<file path="src/rtl/sar_search_ctrl_if.sv">
// Comparator-side bundle for sar_search_ctrl: start request, relation flags
// from the external comparator, and the guess/result/status outputs.
interface sar_search_ctrl_if #(
    parameter int W = 4
);
    logic         start;
    logic         cmp_less;
    logic         cmp_greater;
    logic         cmp_equal;
    logic [W-1:0] guess;
    logic         busy;
    logic         done;
    logic [W-1:0] result;
    logic         found;
    logic         err;

    // Handshake: start is a level sampled only while idle; done is a single-cycle
    // pulse and result/found/err stay valid from done until the next accepted start.
    modport master (
        input  start, cmp_less, cmp_greater, cmp_equal,
        output guess, busy, done, result, found, err
    );

    modport slave (
        output start, cmp_less, cmp_greater, cmp_equal,
        input  guess, busy, done, result, found, err
    );
endinterface

</file>
<file path="src/rtl/sar_search_ctrl.sv">
// Successive-approximation search controller: MSB-first trials against an external
// comparator recover the comparator's A operand. Optional macro: SAR_EARLY_EXIT_EN.
module sar_search_ctrl #(
    parameter int W = 4
) (
    input  logic              clk,
    input  logic              rst_n,
    sar_search_ctrl_if.master bus,
    output logic [1:0]        dbg_state
);
    localparam int           IW  = $clog2(W);
    localparam logic [W-1:0] ONE = W'(1);
    localparam logic [W-1:0] MSB = ONE << (W - 1);

    typedef enum logic [1:0] {IDLE, TRIAL, VERIFY, DONE} state_t;

    state_t         state_q, state_d;
    logic [W-1:0]   acc_q, acc_d;
    logic [IW-1:0]  idx_q, idx_d;
    logic [W-1:0]   guess_q, guess_d;
    logic [W-1:0]   result_q, result_d;
    logic           found_q, found_d;
    logic           err_q, err_d;

    logic [W-1:0]   mask;
    logic [W-1:0]   set_acc;
    logic [W-1:0]   next_acc;
    logic           flags_ok;
    logic           early_hit;

    assign mask     = ONE << idx_q;
    assign set_acc  = acc_q | mask;
    assign flags_ok = (bus.cmp_less  & ~bus.cmp_greater & ~bus.cmp_equal) |
                      (~bus.cmp_less &  bus.cmp_greater & ~bus.cmp_equal) |
                      (~bus.cmp_less & ~bus.cmp_greater &  bus.cmp_equal);

`ifdef SAR_EARLY_EXIT_EN
    assign early_hit = bus.cmp_equal;
`else
    assign early_hit = 1'b0;
`endif

    // Without early exit, equal is folded into greater so the search keeps going.
    assign next_acc = (bus.cmp_greater | bus.cmp_equal) ? set_acc : acc_q;

    always_comb begin
        state_d  = state_q;
        acc_d    = acc_q;
        idx_d    = idx_q;
        guess_d  = guess_q;
        result_d = result_q;
        found_d  = found_q;
        err_d    = err_q;
        case (state_q)
            IDLE: begin
                guess_d = '0;
                if (bus.start) begin
                    acc_d    = '0;
                    idx_d    = IW'(W - 1);
                    result_d = '0;
                    found_d  = 1'b0;
                    err_d    = 1'b0;
                    guess_d  = MSB;
                    state_d  = TRIAL;
                end
            end
            TRIAL: begin
                if (!flags_ok) begin
                    err_d    = 1'b1;
                    found_d  = 1'b0;
                    result_d = acc_q;
                    guess_d  = '0;
                    state_d  = DONE;
                end else if (early_hit) begin
                    acc_d    = set_acc;
                    result_d = guess_q;
                    found_d  = 1'b1;
                    guess_d  = '0;
                    state_d  = DONE;
                end else begin
                    acc_d = next_acc;
                    if (idx_q == '0) begin
                        guess_d = next_acc;
                        state_d = VERIFY;
                    end else begin
                        idx_d   = idx_q - 1'b1;
                        guess_d = next_acc | (mask >> 1);
                    end
                end
            end
            VERIFY: begin
                err_d    = ~flags_ok;
                found_d  = flags_ok & bus.cmp_equal;
                result_d = acc_q;
                guess_d  = '0;
                state_d  = DONE;
            end
            DONE: begin
                guess_d = '0;
                state_d = IDLE;
            end
            default: begin
                guess_d = '0;
                state_d = IDLE;
            end
        endcase
    end

    always_ff @(posedge clk or negedge rst_n) begin
        if (!rst_n) begin
            state_q  <= IDLE;
            acc_q    <= '0;
            idx_q    <= '0;
            guess_q  <= '0;
            result_q <= '0;
            found_q  <= 1'b0;
            err_q    <= 1'b0;
        end else begin
            state_q  <= state_d;
            acc_q    <= acc_d;
            idx_q    <= idx_d;
            guess_q  <= guess_d;
            result_q <= result_d;
            found_q  <= found_d;
            err_q    <= err_d;
        end
    end

    assign bus.guess  = guess_q;
    assign bus.busy   = (state_q == TRIAL) || (state_q == VERIFY);
    assign bus.done   = (state_q == DONE);
    assign bus.result = result_q;
    assign bus.found  = found_q;
    assign bus.err    = err_q;
    assign dbg_state  = state_q;
endmodule

</file>
<file path="src/flat_wrapper.sv">
// flat-port wrapper written by rule: the top's interface ports become plain ports
module sar_search_ctrl_flat 
#(
    parameter int W = 4
)
  (clk, rst_n, dbg_state, bus_start, bus_cmp_less, bus_cmp_greater, bus_cmp_equal, bus_guess, bus_busy, bus_done, bus_result, bus_found, bus_err);
  sar_search_ctrl_if #(.W(W)) bus_i ();
  input  logic clk;
  input  logic rst_n;
  output logic [1:0] dbg_state;
  input wire logic [$bits(bus_i.start)-1:0] bus_start;
  input wire logic [$bits(bus_i.cmp_less)-1:0] bus_cmp_less;
  input wire logic [$bits(bus_i.cmp_greater)-1:0] bus_cmp_greater;
  input wire logic [$bits(bus_i.cmp_equal)-1:0] bus_cmp_equal;
  output wire logic [$bits(bus_i.guess)-1:0] bus_guess;
  output wire logic [$bits(bus_i.busy)-1:0] bus_busy;
  output wire logic [$bits(bus_i.done)-1:0] bus_done;
  output wire logic [$bits(bus_i.result)-1:0] bus_result;
  output wire logic [$bits(bus_i.found)-1:0] bus_found;
  output wire logic [$bits(bus_i.err)-1:0] bus_err;
  assign bus_i.start = bus_start;
  assign bus_i.cmp_less = bus_cmp_less;
  assign bus_i.cmp_greater = bus_cmp_greater;
  assign bus_i.cmp_equal = bus_cmp_equal;
  assign bus_guess = bus_i.guess;
  assign bus_busy = bus_i.busy;
  assign bus_done = bus_i.done;
  assign bus_result = bus_i.result;
  assign bus_found = bus_i.found;
  assign bus_err = bus_i.err;
  sar_search_ctrl #(.W(W)) u_core (.clk(clk), .rst_n(rst_n), .bus(bus_i), .dbg_state(dbg_state));
endmodule
</file>
<file path="config.mk">
export PLATFORM = sky130hd
export DESIGN_NAME = sar_search_ctrl_flat
export DESIGN_NICKNAME = d
export VERILOG_FILES = /design/src/rtl/sar_search_ctrl_if.sv /design/src/rtl/sar_search_ctrl.sv /design/src/flat_wrapper.sv
export SDC_FILE = /design/constraint.sdc
export NUM_CORES = 1
export LEC_CHECK = 0
export CAP_MARGIN = 20
export CELL_PAD_IN_SITES_DETAIL_PLACEMENT = 1
export CELL_PAD_IN_SITES_GLOBAL_PLACEMENT = 1
export CORE_MARGIN = 5
export CORE_UTILIZATION = 41
export CTS_CLUSTER_SIZE = 28
export DETAILED_ROUTE_END_ITERATION = 8
export PLACE_DENSITY = 0.88
export SLEW_MARGIN = 20
export SYNTH_ARGS = -nofsm -noshare
export SYNTH_HDL_FRONTEND = slang
export SYNTH_SLANG_ARGS = --single-unit
</file>
<file path="constraint.sdc">
create_clock -name clk -period 3.8 [get_ports clk]
set_input_delay 0.38 -clock clk [delete_from_list [all_inputs] [get_ports clk]]
set_output_delay 0.38 -clock clk [all_outputs]
set_load 0.1 [all_outputs]
</file>
==> impl_metrics.ini, run 1 <==
[logic_synthesis]
syn_area_um2 = 1010
synthArstFlopShare = 1.00
synth_edf_count = 0
netlist.area_leader.share = 0.444
yosys-top-cells-area = dfrtp_1 (44%), ha_1 (9.9%), mux2i_1 (4.9%)
ys_seq_area_frac = 0.444
ys_ff_latch = 18
syn_nets = 117
synth.largest_area_cell = dfrtp_1
synth_area_per_cell_um2 = 9.84
synthCells = 103
ys.flop_type = dfrtp_1
synth.distinct_cells = 31
yosysMostFrequentCell = dfrtp_1
synth_common_cells = dfrtp_1 (18), nor2_1 (13), inv_1 (11), ha_1 (8)
synth_warnings = 0

[routing]
ant_nets = 0
wl_per_cell_um = 16.5
via_per_inst = 5.58
route.detailed.drc = 0
vias = 860
drtIter0Drc = 20
drt_pre_antenna_iters = 4
wl_um = 2550

[setup_path]
cp-endpoint = bus_busy
crit_cells = 3
max_stage_delay_ns = 1.19
crit_path_start = u_core.dbg_state[0]$_DFFE_PN0P_
cp_cell_sequence = inv_1 -> ha_1 -> clkdlybuf4s50_1
start_kind = register
worst_ep_arrival_time_ns = 2.52
endpoint_kind = output port
reg2regPathDepth = 6
crit_slowest_cell = clkdlybuf4s50_1
r2r_start = u_core.dbg_state[0]$_DFFE_PN0P_
r2r_slack_ns = 1.67
crit_required_ns = 3.42
crit_family = buffers and inverters
r2r-end = u_core.bus.found$_DFFE_PN0P_
crit_type = register to output port
crit_buf_inv = 2
path_max_fanout = 7

[sta]
slew-limit-headroom = 0.349
hold_viol_final = 0
setup_viol = 0
rsz0062_at_grt = no
finalSetupTns_ns = 0
fmaxAchievable_mhz = 345
layout_setup_ws_ns = 0.902
timing.final.crit_share = 0.763
skew_ns = 0.00860
period_minus_slack_ns = 2.90
final-max-slew-violation-count = 0
tightest_slew_ns = 0.973

[grt]
antenna_found_initial = 0
grt_pass1_vias = 902
grt.overflow.total = 0
grt_pass1_wl_um = 4320
grt_util_all_layers = 0.166
grt_max_degree = 19

[cells_and_area]
nets = 139
syn2layout_area_growth_pct = 25.2
drive_gt1_frac = 0.0887
antenna_cells = 0

[clock_network]
clkTransAtPathRegs_ns = 0.12
htreeDepth = 1
cts_tree = built
hold_buffers = 0
cts_buffers = 3
insertion_delay_ns = 0.30
cts_resized = 0
cts_num_sinks = 18
cts-root-buf = clkbuf_4
post_cts_buffers = 0
cts_max_path_buffers = 2

[run]
cap_violations = 0

[floorplanning]
pin_count = 20
chipHeight_um = 59.7
die_x_um = 59.7
core_um2 = 2410
initial_core_util = 0.421
fp-row-count = 18
die_area_um2 = 3570

[placed_design]
dpl.hpwl_um = 1980
portBuffers = 19
place_congestion = 0.878
post-place-ws_ns = 1.26

[worst_hold_path]
hold_class = register to register

[outcome]
status = completed
==> metal layers <==
metal	vias up	wire length, um	GRT usage	part of all wire
met5	-	0	0	0
met1	427	1130	0.208	0.45
met2	20	1250	0.261	0.49
met3	10	89	0.0324	0.035
li1	403	-	-	-
met4	0	74	0.0981	0.029
==> how the worst min path moves through the flow <==
stage | slack, ns | end | cells past startpoint | startpoint
4_1_cts | 0.53 | u_core.bus.result[2]$_DFFE_PN0P_ | 2 | u_core.bus.result[2]$_DFFE_PN0P_
3_3_place_gp | 0.48 | u_core.bus.err$_DFFE_PN0P_ | 1 | u_core.bus.err$_DFFE_PN0P_
6_report | 0.52 | u_core.bus.found$_DFFE_PN0P_ | 1 | u_core.bus.found$_DFFE_PN0P_
2_1_floorplan | 0.08 | u_core.acc_q[0]$_DFFE_PN0P_ | 0 | rst_n
3_5_place_dp | 0.51 | u_core.bus.found$_DFFE_PN0P_ | 1 | u_core.bus.found$_DFFE_PN0P_
5_1_grt | 0.55 | u_core.bus.found$_DFFE_PN0P_ | 1 | u_core.bus.found$_DFFE_PN0P_
==> placed cells by master, fill, tap and decap left out, drive strengths merged, types with 4 or more instances in the layout <==
cell / count
ha: 8
dfrtp: 18
a21oi: 7
nor2: 13
inv: 11
mux2i: 5
o21ai: 6
nand2: 5
nor3: 7
clkbuf: 4
clkdlybuf4s50: 19
==> registers in the layout, indices dropped and copies added (netlist names) <==
register,count
u_core.acc_q,4
u_core.bus.guess,4
u_core.bus.result,4
u_core.dbg_state,2
u_core.idx_q,2
u_core.bus.err,1
u_core.bus.found,1
==> area by class of cell <==
type | count | area, um^2
Fill cell | 286 | 1140
Inverter | 11 | 41.3
Multi-Input combinational cell | 72 | 513
Timing Repair Buffer | 19 | 190
Sequential cell | 18 | 450
Tap cell | 30 | 37.5
Clock buffer | 4 | 36.3
==> logic make-up (layout without fill, tap and decap cells) <==
family | after synthesis | after routing | share of synthesized area
flops | 18 | 18 | 0.444
buf+inv | 13 | 34 | 0.0494
simple gates | 33 | 33 | 0.157
fa+ha+maj | 8 | 8 | 0.0988
mux | 7 | 7 | 0.0716
xor+xnor | 1 | 1 | 0.00864
compound gates | 23 | 23 | 0.170
==> per-stage QoR <==
step / utilization / hold WS (ns) / std cells / instance area [um^2]
finish: 0.526 / 0.518 / 154 / 1270
global route: 0.526 / 0.550 / 154 / 1270
CTS: 0.526 / 0.532 / 154 / 1270
detailed placement: 0.511 / 0.506 / 150 / 1230
global placement: 0.511 / 0.483 / 150 / 1230
floorplan: - / 0.0844 / 103 / 1010
Power of run 1 is not shown: default switching activity piles up to over one toggle a cycle in this logic, so the estimate is an artifact.
==> inputs of run 2 (changes only) <==
--- a/config.mk
+++ b/config.mk
@@ -9,10 +9,10 @@
 export CELL_PAD_IN_SITES_DETAIL_PLACEMENT = 1
 export CELL_PAD_IN_SITES_GLOBAL_PLACEMENT = 1
 export CORE_MARGIN = 5
-export CORE_UTILIZATION = 41
+export CORE_UTILIZATION = 34
 export CTS_CLUSTER_SIZE = 28
 export DETAILED_ROUTE_END_ITERATION = 8
-export PLACE_DENSITY = 0.88
+export PLACE_DENSITY = 0.79
 export SLEW_MARGIN = 20
 export SYNTH_ARGS = -nofsm -noshare
 export SYNTH_HDL_FRONTEND = slang
==> constraint.sdc (replaced) <==
create_clock -name clk -period 2.33 [get_ports clk]
set_input_delay 0.233 -clock clk [delete_from_list [all_inputs] [get_ports clk]]
set_output_delay 0.233 -clock clk [all_outputs]
set_load 0.1 [all_outputs]
==> run 2 against run 1 <==
Net effect:
- setup slack lost 0.49 ns
- worst hold slack lost 0.13 ns
- flip-flop and latch count is the same
- clock skew grew 0.0099 ns
- via count shrank 1.5%
- die area grew 17%
- global-route usage shrank 3.0 points
==> impl_metrics.ini, run 2 (synthesized netlist as in run 1, its figures left out) <==
[outcome]
status = completed

[placed_design]
portBuffers = 19
dpl.hpwl_um = 2000
place_congestion = 0.810

[routing]
vias = 847
wl_per_cell_um = 16.9
wl_um = 2640
via_per_inst = 5.43
drtIter0Drc = 48
drt_pre_antenna_iters = 4
ant_nets = 0
route.detailed.drc = 0

[worst_hold_path]
hold_class = input port to async pin

[floorplanning]
initial_core_util = 0.361
core_um2 = 2810
pin_count = 20
fp-row-count = 19
chipHeight_um = 64.6
die_x_um = 64.6
die_area_um2 = 4170

[sta]
timing.final.crit_share = 0.824
fmaxAchievable_mhz = 521
rsz0062_at_grt = no
holdWs_ns = 0.383
final-max-slew-violation-count = 0
slew-limit-headroom = 0.433
finalSetupTns_ns = 0
tightest_slew_ns = 0.848
setup_viol = 0
skew_ns = 0.0185
hold_viol_final = 0
period_minus_slack_ns = 1.92

[cells_and_area]
nets = 140
antenna_cells = 0
regArea_um2 = 453
mostFrequentLayoutCells = dfrtp_1 (16), buf_4 (15), nor2_1 (13)
drive_gt1_frac = 0.232
fin_util = 0.445
fillers = 341
multi_input_area_um2 = 515
layout_commonest_cell = dfrtp_1
syn2layout_area_growth_pct = 23.1

[setup_path]
crit_required_ns = 2.57
worst_ep_arrival_time_ns = 2.16
start_kind = register
endpoint_kind = register
r2r_start = u_core.dbg_state[1]$_DFFE_PN0P_
max_stage_delay_ns = 0.56
crit_buf_inv = 1
cp_common_cell = nor2_1
crit_slowest_cell = a2111oi_2
crit_path_start = u_core.dbg_state[1]$_DFFE_PN0P_
path_max_fanout = 9
crit_type = register to register
crit_family = compound AO/OA/AOI/OAI gates
cp_cell_sequence = inv_1 -> ha_1 -> nor2_1 -> a2111oi_2 -> a21oi_1 -> nor2_1

[clock_network]
insertion_delay_ns = 0.31
cts-root-buf = clkbuf_4
hold_buffers = 0
cts_max_path_buffers = 2
cts_resized = 0
cts_num_sinks = 18
post_cts_buffers = 0
cts_buffers = 3
htreeDepth = 1
cts_tree = built
clkTransAtPathRegs_ns = 0.12

[grt]
grt_util_all_layers = 0.136
grt_max_degree = 19
antenna_found_initial = 0
grt_pass1_vias = 874
grt.overflow.total = 0
grt_pass1_wl_um = 4390

[run]
cap_violations = 0
==> run 2: changes by cell type in the layout (fill, tap and decap cells not counted) <==
cell             before  now
buf_4                 0   15
clkdlybuf4s50_1      19    5
dfrtp_1              18   16
dfrtp_2               0    2
ha_1                  8    7
ha_2                  0    1
==> run 2: worst register-to-register path, delay by kind of cell, from the launching register on <==
family,cells,cell delay (ns)
and+or+nand+nor,2,0.23
AOI/OAI and AO/OA,2,0.72
DFF,1,0.46
buffers and inverters,1,0.09
adders and majority gates,1,0.35
==> run 2: cell type report <==
type	count	area share
Clock buffer	4	0.0291
Timing Repair Buffer	20	0.130
Sequential cell	18	0.363
Multi-Input combinational cell	72	0.413
Inverter	11	0.0331
Tap cell	31	0.0311
==> run 2: per-stage QoR <==
stage	cell area [um^2]	std cells	setup WS, ns
after floorplan	1020	103	0.228
after global placement	1210	152	0.359
after detailed placement	1210	152	0.275
after CTS	1250	156	0.393
after global routing	1250	156	0.213
final	1250	156	0.410
==> run 2: worst paths after layout <==
path	end	slack, ns	depth (start not counted)
max in group asynchronous	u_core.dbg_state[0]$_DFFE_PN0P_	1.37	1
hold / removal	u_core.dbg_state[1]$_DFFE_PN0P_	0.38	1
min in group clk	u_core.bus.result[0]$_DFFE_PN0P_	0.53	2
setup reg to reg	u_core.acc_q[3]$_DFFE_PN0P_	0.41	6
hold reg to reg	u_core.bus.result[0]$_DFFE_PN0P_	0.53	2
setup / recovery	u_core.acc_q[3]$_DFFE_PN0P_	0.41	6
==> run 2: metal layers <==
metal	share of wire	track usage
met5	0	0
met4	0.020	0.0554
met3	0.031	0.0328
met2	0.50	0.236
met1	0.45	0.161
Power of run 2 is left out for the same reason.
